### src/rtl/alu_seq_nbit_if.sv
// Operand/result bundle between the control unit and the sequential ALU.
// The control unit drives the master side; the ALU implements the slave side.
interface alu_seq_nbit_if #(
  parameter int WIDTH = 4
);
  logic             start;
  logic [2:0]       op;
  logic [WIDTH-1:0] a;
  logic [WIDTH-1:0] b;
  logic [WIDTH-1:0] result_lo;
  logic [WIDTH-1:0] result_hi;
  logic             busy;
  logic             done;
  logic             carry_flag;
  logic             zero_flag;
  logic             sign_flag;
  logic             ovf_flag;
  logic             err_flag;

  modport master (
    output start, op, a, b,
    input  result_lo, result_hi, busy, done,
    input  carry_flag, zero_flag, sign_flag, ovf_flag, err_flag
  );

  modport slave (
    input  start, op, a, b,
    output result_lo, result_hi, busy, done,
    output carry_flag, zero_flag, sign_flag, ovf_flag, err_flag
  );
endinterface

### src/rtl/alu_seq_nbit.sv
// Sequential N-bit ALU: 1-cycle logic/arith ops, multi-cycle shift-add MUL and
// restoring DIV. Define ALU_SEQ_DIV_EN to build the divider; otherwise op 110 is reserved.
module alu_seq_nbit #(
  parameter int WIDTH = 4
) (
  input logic          clk,
  input logic          reset_n,
  alu_seq_nbit_if.slave bus
);

  localparam int CW = $clog2(WIDTH + 1);

  localparam logic [1:0] IDLE = 2'd0;
  localparam logic [1:0] RUN  = 2'd1;
  localparam logic [1:0] FIN  = 2'd2;

  localparam logic [2:0] OP_ADD = 3'b000;
  localparam logic [2:0] OP_SUB = 3'b001;
  localparam logic [2:0] OP_AND = 3'b010;
  localparam logic [2:0] OP_OR  = 3'b011;
  localparam logic [2:0] OP_XOR = 3'b100;
  localparam logic [2:0] OP_MUL = 3'b101;
`ifdef ALU_SEQ_DIV_EN
  localparam logic [2:0] OP_DIV = 3'b110;
`endif

  logic [1:0]       state;
  logic [CW-1:0]    cnt;
  logic [2:0]       op_q;
  logic [WIDTH-1:0] a_q;
  logic [WIDTH-1:0] b_q;
  logic [WIDTH-1:0] acc_hi;
  logic [WIDTH-1:0] acc_lo;
  logic             start_iter;

  logic [WIDTH:0]   mul_sum;
  logic [WIDTH-1:0] step_hi;
  logic [WIDTH-1:0] step_lo;

  logic             sub;
  logic [WIDTH-1:0] b_x;
  logic [WIDTH:0]   add_full;
  logic [WIDTH-1:0] nxt_lo;
  logic [WIDTH-1:0] nxt_hi;
  logic             nxt_c;
  logic             nxt_z;
  logic             nxt_s;
  logic             nxt_o;
  logic             nxt_e;

`ifdef ALU_SEQ_DIV_EN
  logic [WIDTH:0]   div_shift;
  logic             div_ok;
  logic [WIDTH-1:0] div_diff;

  assign start_iter = (bus.op == OP_MUL) || ((bus.op == OP_DIV) && (bus.b != '0));
  assign div_shift  = {acc_hi, acc_lo[WIDTH-1]};
  assign div_ok     = (div_shift >= {1'b0, b_q});
  assign div_diff   = div_shift[WIDTH-1:0] - b_q;
`else
  assign start_iter = (bus.op == OP_MUL);
`endif

  // acc_hi/acc_lo hold partial product (MUL) or remainder/quotient (DIV)
  assign mul_sum = {1'b0, acc_hi} + (acc_lo[0] ? {1'b0, b_q} : '0);

  always_comb begin
    step_hi = mul_sum[WIDTH:1];
    step_lo = {mul_sum[0], acc_lo[WIDTH-1:1]};
`ifdef ALU_SEQ_DIV_EN
    if (op_q == OP_DIV) begin
      step_hi = div_ok ? div_diff : div_shift[WIDTH-1:0];
      step_lo = {acc_lo[WIDTH-2:0], div_ok};
    end
`endif
  end

  // Final result and flag selection, loaded into the output registers in FIN
  always_comb begin
    sub      = (op_q == OP_SUB);
    b_x      = b_q ^ {WIDTH{sub}};
    add_full = {1'b0, a_q} + {1'b0, b_x} + {{WIDTH{1'b0}}, sub};
    nxt_lo   = '0;
    nxt_hi   = '0;
    nxt_c    = 1'b0;
    nxt_z    = 1'b0;
    nxt_s    = 1'b0;
    nxt_o    = 1'b0;
    nxt_e    = 1'b0;
    case (op_q)
      OP_ADD, OP_SUB: begin
        nxt_lo = add_full[WIDTH-1:0];
        nxt_c  = add_full[WIDTH];
        nxt_s  = add_full[WIDTH-1];
        nxt_o  = (a_q[WIDTH-1] == b_x[WIDTH-1]) && (add_full[WIDTH-1] != a_q[WIDTH-1]);
        nxt_z  = (add_full[WIDTH-1:0] == '0);
      end
      OP_AND: begin
        nxt_lo = a_q & b_q;
        nxt_z  = ((a_q & b_q) == '0);
      end
      OP_OR: begin
        nxt_lo = a_q | b_q;
        nxt_z  = ((a_q | b_q) == '0);
      end
      OP_XOR: begin
        nxt_lo = a_q ^ b_q;
        nxt_z  = ((a_q ^ b_q) == '0);
      end
      OP_MUL: begin
        nxt_lo = acc_lo;
        nxt_hi = acc_hi;
        nxt_z  = ({acc_hi, acc_lo} == '0);
      end
`ifdef ALU_SEQ_DIV_EN
      OP_DIV: begin
        if (b_q == '0) begin
          nxt_lo = '1;
          nxt_hi = a_q;
          nxt_e  = 1'b1;
        end else begin
          nxt_lo = acc_lo;
          nxt_hi = acc_hi;
          nxt_z  = (acc_lo == '0);
        end
      end
`endif
      default: begin
        nxt_z = 1'b1;
        nxt_e = 1'b1;
      end
    endcase
  end

  always_ff @(posedge clk or negedge reset_n) begin
    if (!reset_n) begin
      state          <= IDLE;
      cnt            <= '0;
      op_q           <= '0;
      a_q            <= '0;
      b_q            <= '0;
      acc_hi         <= '0;
      acc_lo         <= '0;
      bus.result_lo  <= '0;
      bus.result_hi  <= '0;
      bus.busy       <= 1'b0;
      bus.done       <= 1'b0;
      bus.carry_flag <= 1'b0;
      bus.zero_flag  <= 1'b0;
      bus.sign_flag  <= 1'b0;
      bus.ovf_flag   <= 1'b0;
      bus.err_flag   <= 1'b0;
    end else begin
      bus.done <= 1'b0;
      case (state)
        IDLE: begin
          if (bus.start) begin
            op_q   <= bus.op;
            a_q    <= bus.a;
            b_q    <= bus.b;
            acc_hi <= '0;
            acc_lo <= bus.a;
            if (start_iter) begin
              state    <= RUN;
              cnt      <= CW'(WIDTH);
              bus.busy <= 1'b1;
            end else begin
              state <= FIN;
            end
          end
        end
        RUN: begin
          acc_hi <= step_hi;
          acc_lo <= step_lo;
          cnt    <= cnt - CW'(1);
          if (cnt == CW'(1)) state <= FIN;
        end
        FIN: begin
          bus.result_lo  <= nxt_lo;
          bus.result_hi  <= nxt_hi;
          bus.carry_flag <= nxt_c;
          bus.zero_flag  <= nxt_z;
          bus.sign_flag  <= nxt_s;
          bus.ovf_flag   <= nxt_o;
          bus.err_flag   <= nxt_e;
          bus.done       <= 1'b1;
          bus.busy       <= 1'b0;
          state          <= IDLE;
        end
        default: state <= IDLE;
      endcase
    end
  end

endmodule

### src/flat_wrapper.sv
// flat-port wrapper written by rule: the top's interface ports become plain ports
module alu_seq_nbit_flat 
#(
  parameter int WIDTH = 4
)
  (clk, reset_n, bus_start, bus_op, bus_a, bus_b, bus_result_lo, bus_result_hi, bus_busy, bus_done, bus_carry_flag, bus_zero_flag, bus_sign_flag, bus_ovf_flag, bus_err_flag);
  alu_seq_nbit_if #(.WIDTH(WIDTH)) bus_i ();
  input logic clk;
  input logic reset_n;
  input wire logic [$bits(bus_i.start)-1:0] bus_start;
  input wire logic [$bits(bus_i.op)-1:0] bus_op;
  input wire logic [$bits(bus_i.a)-1:0] bus_a;
  input wire logic [$bits(bus_i.b)-1:0] bus_b;
  output wire logic [$bits(bus_i.result_lo)-1:0] bus_result_lo;
  output wire logic [$bits(bus_i.result_hi)-1:0] bus_result_hi;
  output wire logic [$bits(bus_i.busy)-1:0] bus_busy;
  output wire logic [$bits(bus_i.done)-1:0] bus_done;
  output wire logic [$bits(bus_i.carry_flag)-1:0] bus_carry_flag;
  output wire logic [$bits(bus_i.zero_flag)-1:0] bus_zero_flag;
  output wire logic [$bits(bus_i.sign_flag)-1:0] bus_sign_flag;
  output wire logic [$bits(bus_i.ovf_flag)-1:0] bus_ovf_flag;
  output wire logic [$bits(bus_i.err_flag)-1:0] bus_err_flag;
  assign bus_i.start = bus_start;
  assign bus_i.op = bus_op;
  assign bus_i.a = bus_a;
  assign bus_i.b = bus_b;
  assign bus_result_lo = bus_i.result_lo;
  assign bus_result_hi = bus_i.result_hi;
  assign bus_busy = bus_i.busy;
  assign bus_done = bus_i.done;
  assign bus_carry_flag = bus_i.carry_flag;
  assign bus_zero_flag = bus_i.zero_flag;
  assign bus_sign_flag = bus_i.sign_flag;
  assign bus_ovf_flag = bus_i.ovf_flag;
  assign bus_err_flag = bus_i.err_flag;
  alu_seq_nbit #(.WIDTH(WIDTH)) u_core (.clk(clk), .reset_n(reset_n), .bus(bus_i));
endmodule
### config.mk
export PLATFORM = sky130hd
export DESIGN_NAME = alu_seq_nbit_flat
export DESIGN_NICKNAME = d
export VERILOG_FILES = /design/src/rtl/alu_seq_nbit_if.sv /design/src/rtl/alu_seq_nbit.sv /design/src/flat_wrapper.sv
export SDC_FILE = /design/constraint.sdc
export NUM_CORES = 1
export LEC_CHECK = 0
export ABC_CLOCK_PERIOD_IN_PS = 3200
export CORE_ASPECT_RATIO = 0.7
export CORE_MARGIN = 4
export CORE_UTILIZATION = 50
export CTS_CLUSTER_SIZE = 16
export DETAILED_ROUTE_END_ITERATION = 10
export HOLD_SLACK_MARGIN = 0.15
export PLACE_DENSITY = 0.82
export SYNTH_ARGS = -nofsm -noshare
export SYNTH_HDL_FRONTEND = slang
export SYNTH_SLANG_ARGS = --single-unit
### constraint.sdc
create_clock -name clk -period 3.2 [get_ports clk]
set_input_delay 0.64 -clock clk [delete_from_list [all_inputs] [get_ports clk]]
set_output_delay 0.64 -clock clk [all_outputs]
set_load 0.005 [all_outputs]
==> results_dict.tcl, run 1 <==
set metrics [dict create \
    wl_per_cell_um 15.5 \
    via_per_inst 5.56 \
    layout_min_cycle_time_ns 2.56 \
    synth_nets 282 \
    grtUsageTotal_pct 19.7 \
    routed_wl_um 5150 \
    post-dp-hpwl_um 3940 \
    diodes 0 \
    cts_setup_buffers 0 \
    setup-violations-final 0 \
    synth.cell_area_mm2 0.00232 \
    hold_buffers 0 \
    irDropWorstVdd_mv 0.419 \
    reg2reg_depth 9 \
    finalSetupTns_ns 0 \
    r2r_slack_ns 0.64 \
    max_freq_mhz 390 \
    status "finished, final reports clean" \
    hold_violations 0 \
    setup_ws_ns 0.638 \
    grt_start_max_net_pins 40 \
    cts_buffers 5 \
    drv_slew 0 \
    synth_edf_count 0 \
    cts-resized-gates 0 \
    post-place-ws_ns 0.727 \
    cap_violations 0 \
    seqCellArea_um2 976 \
    cp-end-kind "flip-flop" \
    r2r_start "u_core.op_q[1]" \
    critPathRequiredTime_ns 3.42 \
    hp-class "in2async" \
    die_width_um 89.5 \
    slowest_delay_ns 0.53 \
    drt_pass1_iterations 4 \
    via_count 1846 \
    finalClockSkew_ns 0.00766 \
    cts.sinks 39 \
    ios 29 \
    grt_antenna_before_repair 0 \
    cts_max_level 2 \
    yosys_warnings 0 \
    p_per_area_mw_per_mm2 834 \
    drc_errors 0 \
    r2r-end "u_core.bus.result_lo[3]" \
    synthCells 249 \
    worstSetupPathType "reg2reg" \
    period_share_pct 80.0 \
    drtIter0Drc 130 \
    grt.overflow.total 0 \
    critPathSlowestCell "dfrtp_1" \
    nFillCells 388 \
    first_global_vias 1807 \
    worstMarginPinSlew_ns 0.848 \
    avgSynthCellArea_um2 9.33 \
    area_delta_synth_final_pct 18.5 \
    ant_nets 0 \
    crit_path_max_fanout 13 \
    cp-start-kind "flip-flop" \
    cts_tree "done" \
    design.die.area_mm2 0.00582 \
    clockBufferDepth 2 \
    std_cell_rows 20 \
    grt_pass1_wl_um 8800 \
    finalNetCount 309 \
    crit_arrival_ns 2.78 \
    clk_latency_ns 0.29 \
    drive_gt1_share_pct 7.58 \
    leakage_nw 1.25 \
    die_h_um 65.0 \
    postSynth.asyncResetShare_pct 100 \
    worstPathCellList "nor2_1 -> nand2_1 -> xnor2_1 -> ha_1 -> a31oi_2 -> o31ai_4 -> nor4b_1 -> a311oi_2 -> a21oi_1" \
    ys_ff_latch 39 \
    rsz0062_at_grt "no" \
    gp_congestion 0.894 \
    max_slew_margin_pct 43.5 \
    multi_input_area_mm2 0.00124 \
    ys_seq_area_share_pct 42.0 \
    portBuffers 28 \
    clock-root-buffer "clkbuf_8" \
    core_mm2 0.00440 \
    synthFlopType "dfrtp_1" \
    initial_core_util_pct 52.8 \
    cts.reportedPaths.clkPinSlew_ns 0.08 \
    yosysUniqueCellTypes 43 \
]
-- how the worst max path moves through the flow --
stage	from	endpoint	cells after the start
after floorplan	u_core.op_q[1]	u_core.bus.ovf_flag	10
after global placement	bus_start	u_core.op_q[0]	4
after detailed placement	u_core.op_q[1]	u_core.bus.result_lo[3]	9
after CTS	u_core.op_q[1]	u_core.bus.result_lo[3]	9
after global routing	u_core.op_q[1]	u_core.bus.result_lo[3]	9
final	u_core.op_q[1]	u_core.bus.result_lo[3]	9
-- logic make-up after synthesis --
logic type	Yosys count	share of synthesized area, %
buffers and inverters	26	4.79
AO/OA/AOI/OAI	61	16.4
XOR/XNOR	8	3.02
multiplexers	12	5.44
flip-flops	39	42.0
AND/OR/NAND/NOR	84	17.5
adder cells (fa/ha/maj)	19	10.9
-- cell type report --
type / count / area share (%)
clock buffer: 6 / 3.00
timing repair buffer: 31 / 10.8
inverter: 15 / 2.05
sequential: 39 / 35.5
tap: 55 / 2.50
multi-input combinational: 184 / 44.9
clock inverter: 2 / 1.27
-- per-layer routing --
| metal | wire length, µm | part of all wire (%) | global-route usage, % |
|---|---|---|---|
| met3 | 337 | 6.6 | 3.94 |
| met4 | 53 | 1.0 | 4.46 |
| met2 | 2100 | 41 | 28.2 |
| met5 | 0 | 0 | 0 |
| met1 | 2650 | 52 | 30.5 |
-- synthesized netlist by cell type (6+ instances only) --
library cell / n / area, µm²
mux2i_1: 7 / 70.1
nand2b_1: 6 / 37.5
nor2b_1: 6 / 37.5
dfrtp_1: 39 / 976
ha_1: 17 / 213
nand2_1: 38 / 143
nor2_1: 13 / 48.8
xnor2_1: 7 / 61.3
o21ai_0: 27 / 135
a21oi_1: 14 / 70.1
inv_1: 15 / 56.3
-- cells in the final DEF (no fill, tap or decap), types with 5 or more instances in the layout --
cell type,synthesis,final
inv_1,15,15
nand2b_1,6,6
clkbuf_8,0,6
o21ai_0,27,27
clkdlybuf4s50_1,0,27
ha_1,17,17
xnor2_1,7,7
nor2_1,13,13
dfrtp_1,39,39
nor2b_1,6,6
nand2_1,38,38
a21oi_1,14,14
mux2i_1,7,7
mux2_2,5,5
-- worst max-delay path, delay by kind of cell, from the launching register on --
family	cells	cell delay, ns
compound gates	4	0.60
flops	1	0.53
simple gates	3	0.77
xor+xnor	1	0.29
fa+ha+maj	1	0.31
-- flip-flops by register name, summed over array words and instances (netlist names), 2 cells and up --
name	count
u_core.b_q	4
u_core.acc_hi	4
u_core.bus.result_lo	4
u_core.op_q	3
u_core.state	2
u_core.a_q	4
u_core.acc_lo	4
u_core.bus.result_hi	4
u_core.cnt	3
-- stage by stage --
step | power (mW) | cell area, µm² | util [%] | hold slack [ns] | cells
2_1_floorplan | 1.52 | 2320 | - | 0.344 | 249
3_3_place_gp | 1.83 | 2640 | 59.8 | 0.449 | 324
3_5_place_dp | 1.86 | 2640 | 59.8 | 0.469 | 324
4_1_cts | 2.30 | 2750 | 62.5 | 0.485 | 332
5_1_grt | 2.48 | 2750 | 62.5 | 0.511 | 332
6_report | 2.30 | 2750 | 62.5 | 0.458 | 332
-- power breakdown --
group / switching, mW / internal (mW)
sequential: 0.168 / 0.641
clock: 0.169 / 0.252
combinational: 0.550 / 0.514
total: 0.887 / 1.41
No activity file was read; power rests on OpenSTA's default activity.
==> inputs of run 2 (changes only) <==
--- a/config.mk
+++ b/config.mk
@@ -5,7 +5,7 @@
 export SDC_FILE = /design/constraint.sdc
 export NUM_CORES = 1
 export LEC_CHECK = 0
-export ABC_CLOCK_PERIOD_IN_PS = 3200
+export ABC_CLOCK_PERIOD_IN_PS = 2400
 export CORE_ASPECT_RATIO = 0.7
 export CORE_MARGIN = 4
 export CORE_UTILIZATION = 50
==> constraint.sdc (replaced) <==
create_clock -name clk -period 2.4 [get_ports clk]
set_input_delay 0.48 -clock clk [delete_from_list [all_inputs] [get_ports clk]]
set_output_delay 0.48 -clock clk [all_outputs]
set_load 0.005 [all_outputs]
==> results_dict.tcl, run 2 (synthesized netlist as in run 1, its figures left out) <==
set metrics [dict create \
    status "finished, final reports clean" \
    met2_length_um 2310 \
    design.die.area_mm2 0.00582 \
    path_buf_inv 0 \
    grt_start_max_net_pins 40 \
    nFillCells 379 \
    wl_met3_um 371 \
    worstPathCellList "nor2_1 -> nand2_2 -> xnor2_2 -> ha_1 -> a31oi_2 -> o31ai_4 -> a21oi_2 -> xnor2_1 -> o41ai_1" \
    drc_errors 0 \
    critPathTopFamily "compound AO/OA/AOI/OAI gates" \
    slowest_delay_ns 0.38 \
    die_width_um 89.5 \
    instances_no_fill 336 \
    critPathSlowestCell "dfrtp_1" \
    clock-root-buffer "clkbuf_8" \
    cp.depth 9 \
    grt_antenna_before_repair 0 \
    hold_violations 0 \
    drtIter0Drc 156 \
    std_cell_rows 20 \
    holdWs_ns 0.304 \
    crit_arrival_ns 2.35 \
    crit_path_max_fanout 4 \
    drive_gt1_share_pct 9.61 \
    clk_latency_ns 0.29 \
    irDropWorstVdd_mv 0.680 \
    cp-end-kind "flip-flop" \
    setup-violations-final 0 \
    crit_path_end "u_core.bus.ovf_flag" \
    placed_cells 328 \
    routed_wl_um 5390 \
    cts_max_level 2 \
    grtUsageTotal_pct 20.4 \
    area_delta_synth_final_pct 20.1 \
    finalNetCount 314 \
    p_total_mw 3.10 \
    initial_core_util_pct 52.8 \
    cts.reportedPaths.clkPinSlew_ns 0.07 \
    gp_congestion 0.917 \
    p_per_area_mw_per_mm2 1110 \
    cap_violations 0 \
    ios 29 \
    cts.sinks 39 \
    grt.overflow.total 0 \
    hold_buffers 0 \
    max_slew_margin_pct 43.0 \
    finalClockSkew_ns 0.00856 \
    crit_start "u_core.op_q[1]" \
    layout_min_cycle_time_ns 2.17 \
    leakage_nw 1.27 \
    reg2reg_depth 9 \
    r2r-end "u_core.bus.ovf_flag" \
    via_count 1886 \
    ant_nets 0 \
    diodes 0 \
    final_cell_mix "39 x dfrtp_1, 37 x nand2_1, 27 x o21ai_0, 27 x clkdlybuf4s50_1, 17 x ha_1" \
    clockBufferDepth 2 \
    met1Wirelength_um 2670 \
    rsz0062_at_grt "no" \
    drv_slew 0 \
    critPathRequiredTime_ns 2.57 \
    core_mm2 0.00440 \
    r2r_slack_ns 0.23 \
    grt_pass1_wl_um 8970 \
    finalSetupTns_ns 0 \
    maxUsedRoutingLayer "met4" \
    hp-class "in2async" \
    worstSetupPathType "reg2reg" \
    period_share_pct 90.5 \
    r2r_start "u_core.op_q[1]" \
    die_h_um 65.0 \
    first_global_vias 1806 \
    max_freq_mhz 460 \
    drt_pass1_iterations 5 \
    wl_per_cell_um 16.0 \
    worstMarginPinSlew_ns 0.855 \
    cts_tree "done" \
    via_per_inst 5.61 \
    cp-start-kind "flip-flop" \
    cts_buffers 5 \
    mostFrequentLayoutCell "dfrtp_1" \
    post-dp-hpwl_um 4160 \
    portBuffers 28 \
]
-- run 2: per-stage QoR --
stage | util, % | cell area (µm²) | worst slack [ns]
final | 63.4 | 2790 | 0.228
after global routing | 63.4 | 2790 | 0.0156
after CTS | 62.8 | 2770 | 0.0480
after detailed placement | 60.5 | 2670 | 0.0798
after global placement | 60.5 | 2670 | 0.243
after floorplan | - | 2320 | 0.115
-- run 2: worst min-delay path by stage --
stage | from | end | cells past startpoint
finish | reset_n | u_core.acc_hi[3] | 1
global route | reset_n | u_core.acc_hi[3] | 1
CTS | reset_n | u_core.acc_hi[3] | 1
detailed placement | u_core.bus.err_flag | u_core.bus.err_flag | 2
global placement | u_core.bus.err_flag | u_core.bus.err_flag | 2
floorplan | reset_n | u_core.a_q[0] | 0
-- run 2: area by class of cell --
class,count,area (µm²),share of cell area [%]
flip-flops and latches,39,976,35.0
multi-input cells,184,1250,44.9
clock buffers,6,72.6,2.60
inverters,15,56.3,2.02
repair buffers,36,335,12.0
clock inverters,1,30.0,1.08
well taps,55,68.8,2.47
-- run 2: report_power, final --
| group | leakage [nW] | internal, mW | switching [mW] |
|---|---|---|---|
| Clock | 0.0513 | 0.304 | 0.205 |
| Combinational | 0.725 | 0.734 | 0.795 |
| Sequential | 0.494 | 0.856 | 0.200 |
| Total | 1.27 | 1.89 | 1.20 |
-- run 2: what timing repair did --
| action | 4_1_cts | 5_1_grt |
|---|---|---|
| endpoints found under the setup margin | 0 | 3 |
| resized for setup | 0 | 3 |
| buffers inserted | 0 | 1 |
-- run 2: worst reg2reg max path: stages (launching register included) --
cell     delay, ns
dfrtp_1       0.38
nor2_1        0.19
nand2_2       0.14
xnor2_2       0.16
ha_1          0.30
a31oi_2       0.25
o31ai_4       0.13
a21oi_2       0.20
xnor2_1       0.08
o41ai_1       0.22
-- run 2: per-layer routing --
metal,GRT usage [%],vias to the layer above
li1,-,918
met5,0,-
met1,32.1,889
met4,4.28,0
met2,28.4,72
met3,4.19,7
